==> src/rtl/attn_pkg.sv <==
// rtl/attn_pkg.sv - shared constants, types and helpers for the attention output writeback
package attn_pkg;

    localparam int ATTN_ROWS    = 4;
    localparam int ATTN_GROUPS  = 32;
    localparam int ATTN_ENTRIES = 128;
    localparam int FP32_W       = 32;
    localparam int LANE_CNT     = 4;
    localparam int BEAT_W       = FP32_W * LANE_CNT;

    typedef enum logic [1:0] {
        IDLE  = 2'd0,
        ARMED = 2'd1,
        DRAIN = 2'd2,
        DONE  = 2'd3
    } wb_state_t;

    // One buffered beat; {row, group} forms the SRAM address.
    typedef struct packed {
        logic [1:0]        row;
        logic [4:0]        group;
        logic [BEAT_W-1:0] data;
    } wb_beat_t;

    localparam int WB_BEAT_W = $bits(wb_beat_t);

    // Quiet or signalling NaN: all-ones exponent with a non-zero mantissa.
    function automatic logic fp32_is_nan(input logic [FP32_W-1:0] v);
        return (v[30:23] == 8'hFF) && (v[22:0] != 23'd0);
    endfunction

endpackage

==> src/rtl/attn_wb_fifo.sv <==
// rtl/attn_wb_fifo.sv - synchronous beat FIFO with registered full/empty flags
module attn_wb_fifo
    import attn_pkg::*;
#(
    parameter int FIFO_DEPTH = 4
) (
    input  logic                 clk,
    input  logic                 rst,
    input  logic                 clr,
    input  logic                 push,
    input  logic [WB_BEAT_W-1:0] push_data,
    input  logic                 pop,
    output logic [WB_BEAT_W-1:0] pop_data,
    output logic                 full,
    output logic                 empty
);

    localparam int PTR_W = $clog2(FIFO_DEPTH);
    localparam logic [PTR_W-1:0] PTR_ONE = 1;
    localparam logic [PTR_W:0]   CNT_ONE = 1;
    localparam logic [PTR_W:0]   CNT_FULL = FIFO_DEPTH[PTR_W:0];

    logic [WB_BEAT_W-1:0] mem [FIFO_DEPTH];
    logic [PTR_W-1:0]     wr_ptr;
    logic [PTR_W-1:0]     rd_ptr;
    logic [PTR_W:0]       count;
    logic [PTR_W:0]       count_nxt;
    logic                 do_push;
    logic                 do_pop;

    // A push into a full FIFO is only accepted when the head leaves in the same cycle.
    assign do_pop  = pop && !empty;
    assign do_push = push && (!full || do_pop);
    assign pop_data = mem[rd_ptr];

    // Occupancy after this cycle's push/pop, used to precompute the flags.
    always_comb begin
        count_nxt = count;
        if (do_push && !do_pop) begin
            count_nxt = count + CNT_ONE;
        end else if (!do_push && do_pop) begin
            count_nxt = count - CNT_ONE;
        end
    end

    // Pointers, occupancy and registered flags; clr flushes the contents.
    always_ff @(posedge clk) begin
        if (rst || clr) begin
            wr_ptr <= '0;
            rd_ptr <= '0;
            count  <= '0;
            empty  <= 1'b1;
            full   <= 1'b0;
        end else begin
            if (do_push) begin
                wr_ptr <= wr_ptr + PTR_ONE;
            end
            if (do_pop) begin
                rd_ptr <= rd_ptr + PTR_ONE;
            end
            count <= count_nxt;
            empty <= (count_nxt == '0);
            full  <= (count_nxt == CNT_FULL);
        end
    end

    // Beat storage; no reset needed since the flags gate every read.
    always_ff @(posedge clk) begin
        if (do_push) begin
            mem[wr_ptr] <= push_data;
        end
    end

endmodule

==> src/rtl/attn_out_writeback.sv <==
// rtl/attn_out_writeback.sv - buffers attention output beats into the shared output SRAM (optional ATTN_WB_NAN_CHECK_EN)
module attn_out_writeback
    import attn_pkg::*;
#(
    parameter int FIFO_DEPTH = 4,
    parameter int ADDR_W     = 7
) (
    input  logic              clk,
    input  logic              rst,
    input  logic              start,
    input  logic              in_valid,
    input  logic [1:0]        in_row,
    input  logic [4:0]        in_group,
    input  logic [127:0]      in_data,
    input  logic              host_req,
    input  logic [ADDR_W-1:0] host_addr,
    output logic              host_gnt,
    output logic              O_mem_en,
    output logic              O_mem_we,
    output logic [ADDR_W-1:0] O_mem_addr,
    output logic [127:0]      O_mem_din,
    output logic              busy,
    output logic              done,
    output logic [7:0]        wr_count,
    output logic              overflow,
    output logic              dup_err
`ifdef ATTN_WB_NAN_CHECK_EN
    ,
    output logic              nan_flag
`endif
);

    localparam logic [7:0] ENTRY_CNT = 8'(ATTN_ENTRIES);

    wb_state_t            state;
    wb_state_t            state_nxt;
    logic                 start_q;
    logic                 start_rise;
    logic                 active;
    logic                 fifo_push;
    logic                 fifo_pop;
    logic                 fifo_full;
    logic                 fifo_empty;
    logic [WB_BEAT_W-1:0] push_rec;
    logic [WB_BEAT_W-1:0] head_rec;
    wb_beat_t             head;
    logic [ADDR_W-1:0]    wr_addr;
    logic [ATTN_ENTRIES-1:0] seen;
    logic                 busy_d;
    logic                 done_d;

    assign start_rise = start && !start_q;
    assign active     = (state == ARMED) || (state == DRAIN);
    // A start edge flushes the FIFO, so nothing enters or leaves it that cycle.
    assign fifo_push  = active && in_valid && !start_rise;
    // The host owns the SRAM port whenever it asks; the FIFO simply stalls.
    assign fifo_pop   = active && !fifo_empty && !host_req && !start_rise;
    assign push_rec   = {in_row, in_group, in_data};
    assign head       = wb_beat_t'(head_rec);
    assign wr_addr    = ADDR_W'({head.row, head.group});

    attn_wb_fifo #(
        .FIFO_DEPTH (FIFO_DEPTH)
    ) u_fifo (
        .clk       (clk),
        .rst       (rst),
        .clr       (start_rise),
        .push      (fifo_push),
        .push_data (push_rec),
        .pop       (fifo_pop),
        .pop_data  (head_rec),
        .full      (fifo_full),
        .empty     (fifo_empty)
    );

    // State register.
    always_ff @(posedge clk) begin
        if (rst) begin
            state <= IDLE;
        end else begin
            state <= state_nxt;
        end
    end

    // Next state: a start edge (re)arms from anywhere; the pass ends once all
    // entries are covered and nothing is buffered or arriving.
    always_comb begin
        state_nxt = state;
        if (start_rise) begin
            state_nxt = ARMED;
        end else begin
            case (state)
                IDLE:  state_nxt = IDLE;
                ARMED: begin
                    if (wr_count == ENTRY_CNT) begin
                        state_nxt = (fifo_empty && !in_valid) ? DONE : DRAIN;
                    end
                end
                DRAIN: begin
                    if (fifo_empty && !in_valid) begin
                        state_nxt = DONE;
                    end
                end
                DONE:    state_nxt = IDLE;
                default: state_nxt = IDLE;
            endcase
        end
    end

    // Status outputs follow the state being entered so they register alongside it.
    always_comb begin
        busy_d = (state_nxt == ARMED) || (state_nxt == DRAIN);
        done_d = (state_nxt == DONE);
    end

    // Registered SRAM port, status, coverage bitmap and sticky error flags.
    always_ff @(posedge clk) begin
        if (rst) begin
            start_q    <= 1'b0;
            host_gnt   <= 1'b0;
            O_mem_en   <= 1'b0;
            O_mem_we   <= 1'b0;
            O_mem_addr <= '0;
            O_mem_din  <= '0;
            busy       <= 1'b0;
            done       <= 1'b0;
            wr_count   <= '0;
            overflow   <= 1'b0;
            dup_err    <= 1'b0;
            seen       <= '0;
        end else begin
            start_q  <= start;
            busy     <= busy_d;
            done     <= done_d;
            host_gnt <= host_req;
            O_mem_en <= host_req || fifo_pop;
            O_mem_we <= fifo_pop;
            if (host_req) begin
                O_mem_addr <= host_addr;
            end else if (fifo_pop) begin
                O_mem_addr <= wr_addr;
                O_mem_din  <= head.data;
            end
            if (start_rise) begin
                seen     <= '0;
                wr_count <= '0;
                overflow <= 1'b0;
                dup_err  <= 1'b0;
            end else begin
                if (fifo_push && fifo_full && !fifo_pop) begin
                    overflow <= 1'b1;
                end
                if (fifo_pop) begin
                    if (seen[wr_addr]) begin
                        dup_err <= 1'b1;
                    end else begin
                        seen[wr_addr] <= 1'b1;
                        wr_count      <= wr_count + 8'd1;
                    end
                end
            end
        end
    end

`ifdef ATTN_WB_NAN_CHECK_EN
    logic head_has_nan;

    // Any NaN lane in the beat being written.
    always_comb begin
        head_has_nan = 1'b0;
        for (int i = 0; i < LANE_CNT; i++) begin
            head_has_nan = head_has_nan | fp32_is_nan(head.data[i*FP32_W +: FP32_W]);
        end
    end

    // Sticky NaN indication, cleared by reset or a new pass.
    always_ff @(posedge clk) begin
        if (rst || start_rise) begin
            nan_flag <= 1'b0;
        end else if (fifo_pop && head_has_nan) begin
            nan_flag <= 1'b1;
        end
    end
`endif

endmodule

==> config.mk <==
export PLATFORM = sky130hd
export DESIGN_NAME = attn_out_writeback
export DESIGN_NICKNAME = d
export VERILOG_FILES = /design/src/rtl/attn_pkg.sv /design/src/rtl/attn_wb_fifo.sv /design/src/rtl/attn_out_writeback.sv
export SDC_FILE = /design/constraint.sdc
export NUM_CORES = 1
export LEC_CHECK = 0
export BUFFER_PORTS_ARGS = -buffer_cell sky130_fd_sc_hd__clkbuf_2
export CAP_MARGIN = 30
export CORE_MARGIN = 1.5
export CORE_UTILIZATION = 52
export DETAILED_ROUTE_END_ITERATION = 8
export PLACE_DENSITY = 0.71
export SLEW_MARGIN = 20
export SYNTH_ARGS = -nofsm -noshare
export SYNTH_HDL_FRONTEND = slang
export SYNTH_SLANG_ARGS = --single-unit
==> constraint.sdc <==
create_clock -name clk -period 14.03 [get_ports clk]
set_input_delay 0.7015 -clock clk [delete_from_list [all_inputs] [get_ports clk]]
set_output_delay 0.7015 -clock clk [all_outputs]
set_load 0.02 [all_outputs]
## Yosys cells after proc, flatten, opt, wreduce, memory -nomap -nowiden

Memory sizes are Yosys's and may differ from the RTL's. A register that Yosys moved wholly into a read port is not among the register bits.
Cells that the tools add are included.

| operators by class | value |
|---|---|
| add/sub/neg operators | 5 |
| magnitude comparators | 2 |
| eq/ne operators | 8 |
| multiplexer cells | 17 |
| bitwise gates (word level) | 3 |
| reduce and logical (&&, ||, !) cells | 36 |

Operator list:

| kind | count |
|---|---|
| $or 128x128->128 | 1 |
| $logic_and 1x1->1 | 14 |
| $mux 7 | 2 |
| $mux 2 | 5 |
| $logic_not 1->1 | 9 |
| $add 8x1->8 const B | 1 |
| $eq 2x2->1 const B | 4 |
| $eq 8x8->1 const B | 1 |
| $lt 7x8->1 const B | 1 |
| $bmux 1 s7 | 1 |
| $demux 1 s7 | 1 |
| $ge 7x1->1 const B | 1 |
| $mux 3 | 2 |
| $pmux 2 s3 | 1 |
| $reduce_and 2->1 | 3 |
| $logic_or 1x1->1 | 5 |
| $mux 1 | 5 |
| $add 2x1->2 const B | 2 |
| $eq 2x1->1 const B | 2 |
| $reduce_or 2->1 | 2 |
| $add 3x1->3 const B | 1 |
| $eq 3x3->1 const B | 1 |
| $logic_not 3->1 | 1 |
| $sub 3x1->3 const B | 1 |
| 3 further kinds | 4 |

| word-level totals | value |
|---|---|
| bits in registers | 290 |
| bits in writable memories | 540 |
| input bits | 147 |
| output and inout port bits | 150 |
| word-level logic and storage cells | 90 |
| memories | 1 |

Memory list:

| memory | depth | bits a word | read ports | clocked after memory_dff | write ports | line | RTL |
|---|---|---|---|---|---|---|---|
| u_fifo.mem | 4 | 135 | 1 | 1 | 1 | attn_wb_fifo.sv:23 | `logic [WB_BEAT_W-1:0] mem [FIFO_DEPTH];` |

## Logic depth before layout (Yosys ltp)

| depth | value |
|---|---|
| word-level depth | 13 |
| mapped depth | 14 |
| mapped depth without buffers | 9 |

## Modules after synthesis

From an unflattened synthesis, not the netlist that was laid out.

| second synthesis, totals | value |
|---|---|
| cell total of the unflattened synthesis | 1929 |
| area total of the unflattened synthesis | 30877.1 sq um |

By module, submodules not included:

| module | times used | cells each | area each (sq um) | sequential area each (sq um) |
|---|---|---|---|---|
| attn_wb_fifo | 1 | 764 | 20000.4 | 16435.8 |
| attn_out_writeback | 1 | 1165 | 10876.7 | 5625.4 |

## Least setup slack after synthesis

Ideal clock, no wire load.

| path | value |
|---|---|
| kind | input port to flip-flop |
| from | input port start |
| to | memory u_fifo.mem[0][0] in the netlist's numbering (enable) |
| library setup time | 0.510 ns |
| data arrival time | 5.007 ns |
| required time | 13.520 ns |
| setup slack | 8.512 ns |
| stages | 6 |
| path buffers | 2 |
| cell sequence | nor2b_1 -> or4_1 -> clkbuf_1 -> a21boi_0 -> clkbuf_1 -> and2_1 |

| on the way | value |
|---|---|
| word-level cells in the longest chain between the ends | 8 |
| elaborated cells on any way between the ends | 9 |
| those cells by class | mux (2); reduce/logical (7) |

Ends and longest elaborated chain:

| item | line | RTL |
|---|---|---|
| start: declaration | attn_out_writeback.sv:10 | `input logic start,` |
| $logic_and 1x1->1 (*) | attn_out_writeback.sv:52 | `assign start_rise = start && !start_q;` |
| $logic_not 1->1 (*) | attn_out_writeback.sv:55, attn_out_writeback.sv:57 |  |
| $logic_and 1x1->1 | attn_out_writeback.sv:57 | `assign fifo_pop = active && !fifo_empty && !host_req && !start_rise;` |
| $logic_and 1x1->1 | attn_wb_fifo.sv:32 | `assign do_pop = pop && !empty;` |
| $logic_or 1x1->1 | attn_wb_fifo.sv:33 | `assign do_push = push && (!full \|\| do_pop);` |
| $logic_and 1x1->1 (*) | attn_wb_fifo.sv:33 |  |
| $mux 1 (*) | attn_wb_fifo.sv:69 | `if (do_push) begin` |
| $mux 1 (not written as such) (*) | attn_wb_fifo.sv:70 | `mem[wr_ptr] <= push_data;` |
| end: declaration | attn_wb_fifo.sv:23 |  |

Mark *: on every way between the ends. The rest lies on a longest branch, timed or not.

==> impl_metrics.csv <==
group,metric,value,unit
placed_design,dp_hpwl,41700,um
die,boundaryPins,297,
route,routed-via-count,18000,
critical_path,rr_worst_depth,12,
die,die_area,60700,sq um
timing,max_slew_margin,34.7,%
clock_network,cts_resized,0,
critical_path,path_class,"register to register",
timing,final-setup-viol-count,0,
clock_network,postCtsSetupBuffers,0,
power,powerDensity,140,nW/um^2
timing,rsz0062_at_grt,"false",
clock_network,cts_root_buf,"clkbuf_16",
yosys,synth_top_area_share,52.7,%
yosys,synth-seq-cells,832,
yosys,yosysWarnings,0,
hold_path,whs_path_depth,1,
yosys,synth-main-ff-cell,"edfxtp_1",
global_route,met3_usage,7.34,%
cells_and_area,final_nets,2368,
die,num_rows,88,
route,drcViolationCount,0,
status,status,"finished clean",
route,post_drt_wl_per_cell,22.9,um
flow_run,max_cap_violations,0,
die,die_height,246,um
critical_path,cp.required,14600,ps
timing,finalCriticalPeriod,5310,ps
yosys,synth.largest_area_cell,"edfxtp_1",
yosys,synth.area.top_cells,"edfxtp_1, dfxtp_1, mux4_2",
timing,slew_violations,0,
yosys,synthAdderAreaFrac,0.488,%
yosys,syn_inst,1927,
route,wl,69900,um
global_route,use_met2,38.9,%
timing,tns,0,ps
power,power.leakage,0.0122,uW
timing,tightest_slew,980,ps
clock_network,h-tree-depth,3,
yosys,synth_simple_gate_area_share,5.37,%
global_route,grt.total_usage,23.2,%
route,viasPerCell,5.91,
cells_and_area,drive_gt1_share,27.4,%
global_route,grtUsageMet1,28.8,%
cells_and_area,fillers,4226,
die,core-area,58100,sq um
yosys,synth_area,30800,sq um
critical_path,start_kind,"register",
clock_network,cts_buffers,84,
route,dr.first_iter.drc_count,1553,
clock_network,clk_pin_slew,60,ps
critical_path,critPathMaxFanout,86,
global_route,grt_pass1_wl,107000,um
critical_path,path_cells,"buf_4, mux4_4, buf_16, mux2i_1, o22ai_1, nor3_1, a2111oi_0, a22o_2, nor3_4, buf_4, buf_16, a32o_1",
yosys,synth-edff-count,540,
hold_path,hp-class,"input pin to register",
yosys,syn-num-nets,2086,
global_route,top_usage_layer,"met2",
die,die-width,246,um
critical_path,cp.arrival,5870,ps
die,initial_utilization,52.9,%
power,peakVddDrop,117,uV
global_route,antenna_found_initial,9,
global_route,grt_max_degree,87,
yosys,ys_types,51,
placed_design,pre_cts_slack,8670,ps
timing,fin_ws,8720,ps
yosys,synth_mux_area_share,12.2,%
global_route,grt.overflow.total,0,
timing,finClkSkew,25.1,ps
yosys,async_flop_share,0,%
timing,hold_violations,0,
placed_design,io_buffer_count,296,
yosys,synth_top_family_by_area,"multiplexers",
clock_network,hold_buffers,0,
clock_network,clock-sinks,832,
yosys,syn_area_per_cell,16.0,sq um
yosys,ys_seq_area_share,71.7,%
yosys,synth_compound_area_share,7.92,%
cells_and_area,syn_to_final_growth,17.0,%
clock_network,cts_buffer_depth,3,
route,dr.pass1.iters,6,
critical_path,critPathSlowestCell,"mux4_4",
clock_network,insertion_delay,640,ps
critical_path,max_stage_delay,1020,ps
route,antenna_left,0,
yosys,synth_xor_area_share,0.142,%
placed_design,gp_congestion,0.883,
clock_network,cts_tree,"yes",
global_route,first_global_vias,18500,
timing,fmax,188,MHz
timing,post-route-period-util,37.8,%
critical_path,critical_path.endpoint_type,"register",
layout by cell type (no fill, tap or decap), types with 4 or more instances in the layout:
master,netlist,layout
dfxtp_1,292,290
a21oi_1,145,145
buf_16,0,10
and2_1,8,4
a32o_1,128,128
and2_4,0,4
nor2_1,39,36
nand4_1,4,4
ha_1,12,12
nor2b_1,10,10
clkbuf_8,0,16
a22oi_1,24,24
nand2b_1,6,6
clkbuf_2,0,295
or2_2,4,4
o22ai_1,13,13
diode_2,0,5
edfxtp_1,540,540
mux4_2,139,138
nand3_1,6,6
nand2_1,282,282
inv_1,12,12
or3_1,9,9
bufinv_16,0,8
clkinv_2,0,18
mux2i_1,62,62
clkbuf_16,0,84
nor3_1,15,15
clkinv_1,0,6
buf_4,3,27
clkbuf_1,95,18
registers in the layout, indices dropped and copies added (netlist names), 2 cells and up, named ones only:
register,flops
O_mem_addr,7
u_fifo.rd_ptr,2
state,2
u_fifo.mem,540
O_mem_din,128
u_fifo.count,3
seen,128
u_fifo.wr_ptr,2
wr_count,8
where the power goes:
group | total (uW) | switching (uW) | internal, uW
Combinational | 140 | 91.0 | 48.8
Sequential | 2630 | 6.34 | 2630
Clock | 2270 | 921 | 1350
area by class of cell:
| class | instances | area [sq um] | share of cell area, % |
|---|---|---|---|
| Antenna cell | 5 | 12.5 | 0.0348 |
| Clock buffer | 118 | 2390 | 6.64 |
| Clock inverter | 40 | 464 | 1.29 |
| Inverter | 12 | 45.0 | 0.125 |
| Multi-Input combinational cell | 945 | 8080 | 22.4 |
| Sequential cell | 832 | 22100 | 61.3 |
| Tap cell | 765 | 957 | 2.66 |
| Timing Repair Buffer | 334 | 1980 | 5.51 |
critical path: cells and delay by family, from the launching register on:
| kind | cells | cell delay, ps |
|---|---|---|
| buffers and inverters | 4 | 1750 |
| muxes | 2 | 1210 |
| AOI/OAI and AO/OA | 4 | 850 |
| and+or+nand+nor | 2 | 710 |
| DFF | 1 | 590 |
per-layer routing:
layer | vias to the layer above | routed length (um) | share of wire [%]
met1 | 9196 | 27200 | 39
met4 | 10 | 1730 | 2.5
met2 | 621 | 35200 | 50
met5 | - | 68 | 0.097
li1 | 8085 | - | -
met3 | 126 | 5690 | 8.1
synthesized netlist by cell type (all sizes together) (6+ instances only):
cell type and count:
a32o 128, nor2b 10, or3 9, o22ai 13, inv 12, nand2 282, buf 43, edfxtp 540
and2 8, mux4 139, a22oi 24, mux2i 62, ha 12, nand2b 6, dfxtp 292, nand3 6
clkbuf 95, nor3 16, nor2 40, a21oi 145
metrics by stage:
step | hold slack, ps | util, % | instance area (sq um) | cells | power [uW]
floorplan | 437 | - | 30800 | 1927 | 2760
global placement | 440 | 56.5 | 32800 | 2876 | 2820
detailed placement | 447 | 56.9 | 33100 | 2886 | 2820
CTS | 239 | 61.8 | 36000 | 3044 | 5080
global route | 253 | 61.9 | 36000 | 3047 | 5180
finish | 274 | 61.9 | 36000 | 3051 | 5040
kinds of logic after synthesis:
logic type / after synthesis
flip-flops: 832
adder cells (fa/ha/maj): 12
AO/OA/AOI/OAI: 332
multiplexers: 201
AND/OR/NAND/NOR: 395
XOR/XNOR: 5
buffers and inverters: 150
worst paths after layout:
| kind | slack [ps] | to | from |
|---|---|---|---|
| setup / recovery | 8720 | seen[18] | register |
| hold / removal | 270 | u_fifo.mem[3][115] | in_data[115] |
| setup reg to reg | 8720 | seen[18] | register |
| hold reg to reg | 450 | O_mem_addr[5] | O_mem_addr[5] |
Note: power is estimated with default switching activity, not from simulation.
